--- src/rtl/dm_timer_pkg.sv ---
// dm_timer_pkg: shared definitions for the memory-mapped countdown timer.
//   - register offsets decoded from A[3:2]
//   - CTRL field layout and mode codes
//   - FSM state encoding
package dm_timer_pkg;

  // Register offsets (word index within the 16-byte window)
  localparam logic [1:0] TMR_CTRL     = 2'd0;
  localparam logic [1:0] TMR_PRESET   = 2'd1;
  localparam logic [1:0] TMR_COUNT    = 2'd2;
  localparam logic [1:0] TMR_PRESCALE = 2'd3;

  // CTRL bit positions
  localparam int unsigned CTRL_EN_BIT   = 0;
  localparam int unsigned CTRL_MODE_LSB = 1;
  localparam int unsigned CTRL_MODE_MSB = 2;
  localparam int unsigned CTRL_IM_BIT   = 3;
  localparam int unsigned CTRL_W        = 4;

  // Mode codes; anything other than auto-reload behaves as one-shot
  localparam logic [1:0] MODE_ONESHOT = 2'b00;
  localparam logic [1:0] MODE_AUTO    = 2'b01;

  typedef enum logic [1:0] {
    ST_IDLE = 2'd0,
    ST_LOAD = 2'd1,
    ST_CNT  = 2'd2,
    ST_INT  = 2'd3
  } tmr_state_e;

  // Field order matches the CTRL bit positions above (im=3, mode=2:1, en=0)
  typedef struct packed {
    logic       im;
    logic [1:0] mode;
    logic       en;
  } tmr_ctrl_t;

endpackage

--- src/rtl/dm_timer_regs.sv ---
// dm_timer_regs: software-visible register file of the timer.
//   Holds CTRL, PRESET and (with DM_TIMER_PRESCALE_EN) PRESCALE, decodes
//   stores and drives the combinational load-data mux.
// Ports:
//   clk_i, rst_ni         clock, synchronous active-low reset
//   sel_i, we_i, addr_i   chip select, store strobe, word offset A[3:2]
//   wd_i                  store data
//   count_i               live COUNT value from the FSM (read-only view)
//   fsm_en_clr_i          FSM request to clear CTRL.en (one-shot expiry)
//   rd_o                  load data, 0 when not selected
//   ctrl_o / ctrl_d_o     current / next-edge CTRL value
//   ctrl_wr_o             store to CTRL accepted this cycle
//   preset_o              PRESET register
//   prescale_o            PRESCALE register (only with DM_TIMER_PRESCALE_EN)
module dm_timer_regs
  import dm_timer_pkg::*;
#(
  parameter int unsigned COUNT_W    = 32,
  parameter int unsigned PRESCALE_W = 8
) (
  input  logic                  clk_i,
  input  logic                  rst_ni,
  input  logic                  sel_i,
  input  logic                  we_i,
  input  logic [1:0]            addr_i,
  input  logic [31:0]           wd_i,
  input  logic [COUNT_W-1:0]    count_i,
  input  logic                  fsm_en_clr_i,
  output logic [31:0]           rd_o,
  output tmr_ctrl_t             ctrl_o,
  output tmr_ctrl_t             ctrl_d_o,
  output logic                  ctrl_wr_o,
`ifdef DM_TIMER_PRESCALE_EN
  output logic [PRESCALE_W-1:0] prescale_o,
`endif
  output logic [COUNT_W-1:0]    preset_o
);

  logic                 wr_en;
  tmr_ctrl_t            ctrl_q, ctrl_d;
  logic [COUNT_W-1:0]   preset_q, preset_d;

  assign wr_en     = sel_i & we_i;
  assign ctrl_wr_o = wr_en && (addr_i == TMR_CTRL);

  always_comb begin
    ctrl_d   = ctrl_q;
    preset_d = preset_q;
    if (fsm_en_clr_i) ctrl_d.en = 1'b0;
    // CPU store overrides a same-edge FSM clear of en
    if (ctrl_wr_o) ctrl_d = tmr_ctrl_t'(wd_i[CTRL_W-1:0]);
    if (wr_en && (addr_i == TMR_PRESET)) preset_d = wd_i[COUNT_W-1:0];
  end

  always_ff @(posedge clk_i) begin
    if (!rst_ni) begin
      ctrl_q   <= '0;
      preset_q <= '0;
    end else begin
      ctrl_q   <= ctrl_d;
      preset_q <= preset_d;
    end
  end

`ifdef DM_TIMER_PRESCALE_EN
  logic [PRESCALE_W-1:0] prescale_q, prescale_d;

  always_comb begin
    prescale_d = prescale_q;
    if (wr_en && (addr_i == TMR_PRESCALE)) prescale_d = wd_i[PRESCALE_W-1:0];
  end

  always_ff @(posedge clk_i) begin
    if (!rst_ni) prescale_q <= '0;
    else         prescale_q <= prescale_d;
  end

  assign prescale_o = prescale_q;
`endif

  always_comb begin
    rd_o = '0;
    if (sel_i) begin
      unique case (addr_i)
        TMR_CTRL:   rd_o[CTRL_W-1:0]  = ctrl_q;
        TMR_PRESET: rd_o[COUNT_W-1:0] = preset_q;
        TMR_COUNT:  rd_o[COUNT_W-1:0] = count_i;
`ifdef DM_TIMER_PRESCALE_EN
        TMR_PRESCALE: rd_o[PRESCALE_W-1:0] = prescale_q;
`else
        TMR_PRESCALE: rd_o = '0;
`endif
        default:    rd_o = '0;
      endcase
    end
  end

  assign ctrl_o   = ctrl_q;
  assign ctrl_d_o = ctrl_d;
  assign preset_o = preset_q;

endmodule

--- src/rtl/dm_timer.sv ---
// dm_timer: memory-mapped countdown timer on the CPU data-memory port.
//   The register file lives in dm_timer_regs; this file holds the
//   IDLE/LOAD/CNT/INT FSM, the COUNT register, the interrupt flag and irq.
//   Optional macro DM_TIMER_PRESCALE_EN adds a PRESCALE register and a
//   divider that slows COUNT stepping by (PRESCALE+1).
// Ports:
//   clk    system clock          reset  synchronous, active-low
//   sel    chip select           WE     store strobe (qualified by sel)
//   A      byte address, A[3:2]  WD     store data
//   pc     M-stage PC (store trace only)
//   RD     combinational load data, 0 when sel=0
//   irq    registered interrupt request
module dm_timer
  import dm_timer_pkg::*;
#(
  parameter int unsigned COUNT_W    = 32,
  parameter int unsigned PRESCALE_W = 8
) (
  input  logic        clk,
  input  logic        reset,
  input  logic        sel,
  input  logic        WE,
  input  logic [31:0] A,
  input  logic [31:0] WD,
  input  logic [31:0] pc,
  output logic [31:0] RD,
  output logic        irq
);

  tmr_state_e         state_q, state_d;
  logic [COUNT_W-1:0] count_q, count_d;
  logic               int_flag_q, int_flag_d;
  logic               irq_q;
  logic               fsm_en_clr;
  logic               tick;
  tmr_ctrl_t          ctrl, ctrl_nxt;
  logic               ctrl_wr;
  logic [COUNT_W-1:0] preset;
  logic [29:0]        addr_unused;

  assign addr_unused = {A[31:4], A[1:0]};

`ifdef DM_TIMER_PRESCALE_EN
  logic [PRESCALE_W-1:0] prescale;
  logic [PRESCALE_W-1:0] div_q, div_d;
`endif

  dm_timer_regs #(
    .COUNT_W    (COUNT_W),
    .PRESCALE_W (PRESCALE_W)
  ) u_regs (
    .clk_i        (clk),
    .rst_ni       (reset),
    .sel_i        (sel),
    .we_i         (WE),
    .addr_i       (A[3:2]),
    .wd_i         (WD),
    .count_i      (count_q),
    .fsm_en_clr_i (fsm_en_clr),
    .rd_o         (RD),
    .ctrl_o       (ctrl),
    .ctrl_d_o     (ctrl_nxt),
    .ctrl_wr_o    (ctrl_wr),
`ifdef DM_TIMER_PRESCALE_EN
    .prescale_o   (prescale),
`endif
    .preset_o     (preset)
  );

`ifdef DM_TIMER_PRESCALE_EN
  assign tick = (div_q == '0);
`else
  assign tick = 1'b1;
`endif

  always_comb begin
    state_d    = state_q;
    count_d    = count_q;
    int_flag_d = int_flag_q;
    fsm_en_clr = 1'b0;
`ifdef DM_TIMER_PRESCALE_EN
    div_d      = div_q;
`endif
    // A CTRL store clears the flag; a same-edge set below takes priority
    if (ctrl_wr) int_flag_d = 1'b0;

    unique case (state_q)
      ST_IDLE: begin
        if (ctrl.en) state_d = ST_LOAD;
      end
      ST_LOAD: begin
        // en dropped by an earlier store: abandon the reload
        if (!ctrl.en) begin
          state_d = ST_IDLE;
        end else begin
          count_d = preset;
`ifdef DM_TIMER_PRESCALE_EN
          div_d   = prescale;
`endif
          state_d = ST_CNT;
        end
      end
      ST_CNT: begin
        if (!ctrl.en) begin
          state_d = ST_IDLE;
        end else if (tick) begin
          if (count_q == '0) begin
            state_d    = ST_INT;
            int_flag_d = 1'b1;
          end else begin
            count_d = count_q - COUNT_W'(1);
          end
`ifdef DM_TIMER_PRESCALE_EN
          div_d = prescale;
`endif
        end else begin
`ifdef DM_TIMER_PRESCALE_EN
          div_d = div_q - PRESCALE_W'(1);
`endif
        end
      end
      ST_INT: begin
        if (!ctrl.en) begin
          state_d = ST_IDLE;
        end else if (ctrl.mode == MODE_AUTO) begin
          state_d    = ST_LOAD;
          int_flag_d = 1'b0;
        end else begin
          fsm_en_clr = 1'b1;
          state_d    = ST_IDLE;
        end
      end
      default: state_d = ST_IDLE;
    endcase
  end

  always_ff @(posedge clk) begin
    if (!reset) begin
      state_q    <= ST_IDLE;
      count_q    <= '0;
      int_flag_q <= 1'b0;
      irq_q      <= 1'b0;
`ifdef DM_TIMER_PRESCALE_EN
      div_q      <= '0;
`endif
    end else begin
      state_q    <= state_d;
      count_q    <= count_d;
      int_flag_q <= int_flag_d;
      // Built from next-edge values so irq tracks int_flag & im exactly
      irq_q      <= int_flag_d & ctrl_nxt.im;
`ifdef DM_TIMER_PRESCALE_EN
      div_q      <= div_d;
`endif
    end
  end

  assign irq = irq_q;

`ifndef SYNTHESIS
  always_ff @(posedge clk) begin
    if (reset && sel && WE) $display("@%h: *%h <= %h", pc, A, WD);
  end
`endif

endmodule

--- config.mk ---
export PLATFORM = sky130hd
export DESIGN_NAME = dm_timer
export DESIGN_NICKNAME = d
export VERILOG_FILES = /design/src/rtl/dm_timer_pkg.sv /design/src/rtl/dm_timer_regs.sv /design/src/rtl/dm_timer.sv
export SDC_FILE = /design/constraint.sdc
export NUM_CORES = 1
export LEC_CHECK = 0
export BUFFER_PORTS_ARGS = -buffer_cell sky130_fd_sc_hd__buf_2
export CAP_MARGIN = 20
export CORE_UTILIZATION = 55
export DETAILED_ROUTE_END_ITERATION = 16
export PLACE_DENSITY = 0.88
export RECOVER_POWER = 100
export SYNTH_ARGS = -nofsm -noshare
export SYNTH_HDL_FRONTEND = slang
export SYNTH_SLANG_ARGS = --single-unit
--- constraint.sdc ---
create_clock -name clk -period 5.54 [get_ports clk]
set_input_delay 0 -clock clk [delete_from_list [all_inputs] [get_ports clk]]
set_output_delay 0 -clock clk [all_outputs]
set_load 0.01 [all_outputs]
==> results.json <==
{
  "synth_edf_count": 0,
  "cts.sinks": 72,
  "hold_viol_final": 0,
  "irDropWorstVdd_mv": 0.0935,
  "num_vias": 4563,
  "p_per_area_mw_per_mm2": 199,
  "vias_per_cell": 6.13,
  "rsz0062_at_grt": "false",
  "post_cts.repair.setup_buffers": 0,
  "drc_errors": 0,
  "violations": "max-capacitance violations, max-slew violations",
  "io_pins": 133,
  "grt_overflow": 0,
  "crit_type": "reg2reg",
  "cp_cell_sequence": "inv_1, ha_1, or3b_2, or4_1, o31ai_1, clkbuf_1, o21ai_0, a21oi_2",
  "wirelength_mm": 11.7,
  "crit_path_start_kind": "flip-flop",
  "fin_nets": 746,
  "finalCritPeriodShare_pct": 66.5,
  "antenna_found_initial": 0,
  "fmax_mhz": 271,
  "syn2layout_area_growth_pct": 18.9,
  "synthCells": 564,
  "tightest_slew_ns": 1.90,
  "synth_seq_area_share_pct": 34.9,
  "slew_headroom_pct": -26.4,
  "numCtsBuffers": 9,
  "ys_warn_count": 0,
  "netlist_top_cells_area": "dfxtp_1 35%, nand2_1 8.5%, a21oi_1 7.8%, nor2_1 6.1%, a22oi_1 5.8%",
  "cp_slowest_cell": "clkbuf_1",
  "cp_max_fo": 34,
  "gp_congestion": 0.886,
  "maxSlewViolCount": 41,
  "cp-end-kind": "flip-flop",
  "grt_pass1_vias": 3996,
  "power_leakage_uw": 0.00169,
  "antenna_cells": 0,
  "worstHoldPathType": "in2reg",
  "dr.pass1.iters": 6,
  "hold_ws_ns": 0.0197,
  "critical_path.max_stage_delay_ns": 1.06,
  "grt_max_degree": 49,
  "synth_top_area_cell": "dfxtp_1",
  "cts_root_buffer": "clkbuf_8",
  "fin_ws_ns": 1.85,
  "insertion_delay_ns": 0.36,
  "synthesis.area_mm2": 0.00413,
  "fp.dieH_um": 88.7,
  "clock_path_buffers": 2,
  "cp_num_buf_inv": 2,
  "cp.required_ns": 5.81,
  "n_fill_cell": 633,
  "cts_tree": "built",
  "yosys.area.top_type_share_pct": 34.9,
  "ys_ff_latch": 72,
  "path_clk_slew_ns": 0.08,
  "ys.flop_type": "dfxtp_1",
  "critical_path_arrival_ns": 3.95,
  "drt_iter0_drc": 415,
  "grt_usage_pct": 29.2,
  "dieArea_mm2": 0.00786,
  "cts_resized": 0,
  "placementRows": 31,
  "core_area_mm2": 0.00725,
  "status": "finished with violations",
  "syn_area_per_cell_um2": 7.33,
  "place_ws_ns": 2.14,
  "grt_pass1_wl_mm": 18.1,
  "finalClockSkew_ns": 0.0122,
  "port_buffers": 70,
  "regArea_mm2": 0.00144,
  "final_layout_size_suffix_gt1_share_pct": 11.6,
  "async_flop_share_pct": 0,
  "max-cap-violations": 1,
  "dp_hpwl_mm": 7.17,
  "wl_per_cell_um": 15.7,
  "synth_nets": 670,
  "setup_viol": 0,
  "fin_tns_setup_ns": 0,
  "cts_hold_buf": 33,
  "crit_family": "buffers and inverters",
  "synthDistinctLibCells": 47,
  "dieWidth_um": 88.7,
  "start_util_pct": 57.0,
  "multi_input_area_mm2": 0.00241,
  "drtAntennaViolNets": 0,
  "cts-htree-levels": 3,
  "fin_crit_ns": 3.69
}
==> cell usage in the layout, fill, tap and decap left out, types with 5 or more instances in the layout <==
cell and n:
a21o_1 15, a21oi_1 64, a21oi_2 10, a22oi_1 32, a31oi_1 12, and3_1 5, buf_2 36, clkbuf_1 41
clkbuf_8 10, dfxtp_1 72, dlygate4sd3_1 33, ha_1 6, inv_1 9, nand2_1 94, nand3_1 11, nand4_1 15
nor2_1 67, nor3_1 13, nor4_1 7, o211ai_1 8, o21ai_0 12, o31ai_1 9, o32ai_1 7
==> synthesized netlist by cell type, drive strengths merged (2+ instances only) <==
cell type	instances
nand2	94
nand3	11
mux2i	3
nor4	8
a211o	2
buf	8
nor2b	2
o32ai	7
nand2b	4
nand4	15
or3b	2
and2	5
or3	3
nor2	67
clkbuf	42
a31oi	12
inv	8
a21o	15
nor3	13
and3	5
o21ai	17
dfxtp	72
o31ai	9
a211oi	2
a22oi	32
or4	5
a32oi	3
o211ai	8
a21oi	74
ha	6
==> cell type report <==
cell class,instances,share of cell area (%)
Clock buffer,12,2.95
Clock inverter,4,0.408
Multi-Input combinational cell,433,49.1
Tap cell,99,2.52
Timing Repair Buffer,115,15.0
Sequential cell,72,29.3
Inverter,9,0.688
==> path summary, 6_finish.rpt <==
| check | from | endpoint | slack, ns | depth (start not counted) |
|---|---|---|---|---|
| max reg2reg | count_q[0]$_SDFFE_PN0P_ | count_q[18]$_SDFFE_PN0P_ | 1.85 | 8 |
| min | sel | u_regs.ctrl_o[0]$_SDFFE_PN0P_ | 0.02 | 3 |
| max | count_q[0]$_SDFFE_PN0P_ | count_q[18]$_SDFFE_PN0P_ | 1.85 | 8 |
| min reg2reg | u_regs.preset_o[28]$_SDFFE_PN0P_ | u_regs.preset_o[28]$_SDFFE_PN0P_ | 0.48 | 2 |
==> stage by stage <==
| stage | util [%] | std cells | power [µW] | instance area [µm²] |
|---|---|---|---|---|
| after floorplan | - | 564 | 576 | 4130 |
| after global placement | 60.8 | 688 | 598 | 4410 |
| after detailed placement | 61.3 | 690 | 601 | 4450 |
| after CTS | 68.1 | 739 | 976 | 4940 |
| after global routing | 67.7 | 744 | 1010 | 4910 |
| final | 67.7 | 744 | 977 | 4910 |
==> registers in the layout, summed over array words and instances (netlist names) <==
| name | cells |
|---|---|
| count_q | 32 |
| int_flag_q | 1 |
| irq | 1 |
| state_q | 2 |
| u_regs.ctrl_o | 4 |
| u_regs.preset_o | 32 |
==> power by group <==
part / internal, µW / switching [µW]
registers: 523 / 4.51
logic: 35.7 / 46.4
clock network: 172 / 195
==> kinds of logic (layout without fill, tap and decap cells) <==
kind of cell | count (synthesis) | count (layout) | share of synthesized area (%)
AOI/OAI and AO/OA | 185 | 185 | 29.5
muxes | 3 | 3 | 0.727
adders and majority gates | 6 | 6 | 1.82
and+or+nand+nor | 239 | 239 | 26.6
DFF | 72 | 72 | 34.9
buffers and inverters | 59 | 140 | 6.48
==> worst register-to-register path, stage by stage (launching register included) <==
cell and delay (ns):
dfxtp_1 0.35, inv_1 0.11, ha_1 0.14, or3b_2 0.48
or4_1 0.48, o31ai_1 0.46, clkbuf_1 1.06, o21ai_0 0.33
a21oi_2 0.20
==> routing by layer <==
metal	GRT usage [%]	up-vias	routed length (µm)
met1	34.8	2110	4820
met2	52.0	233	5780
met5	0	-	0
li1	-	2182	-
met3	3.54	38	762
met4	13.6	0	294
No activity file was read; power rests on OpenSTA's default activity.
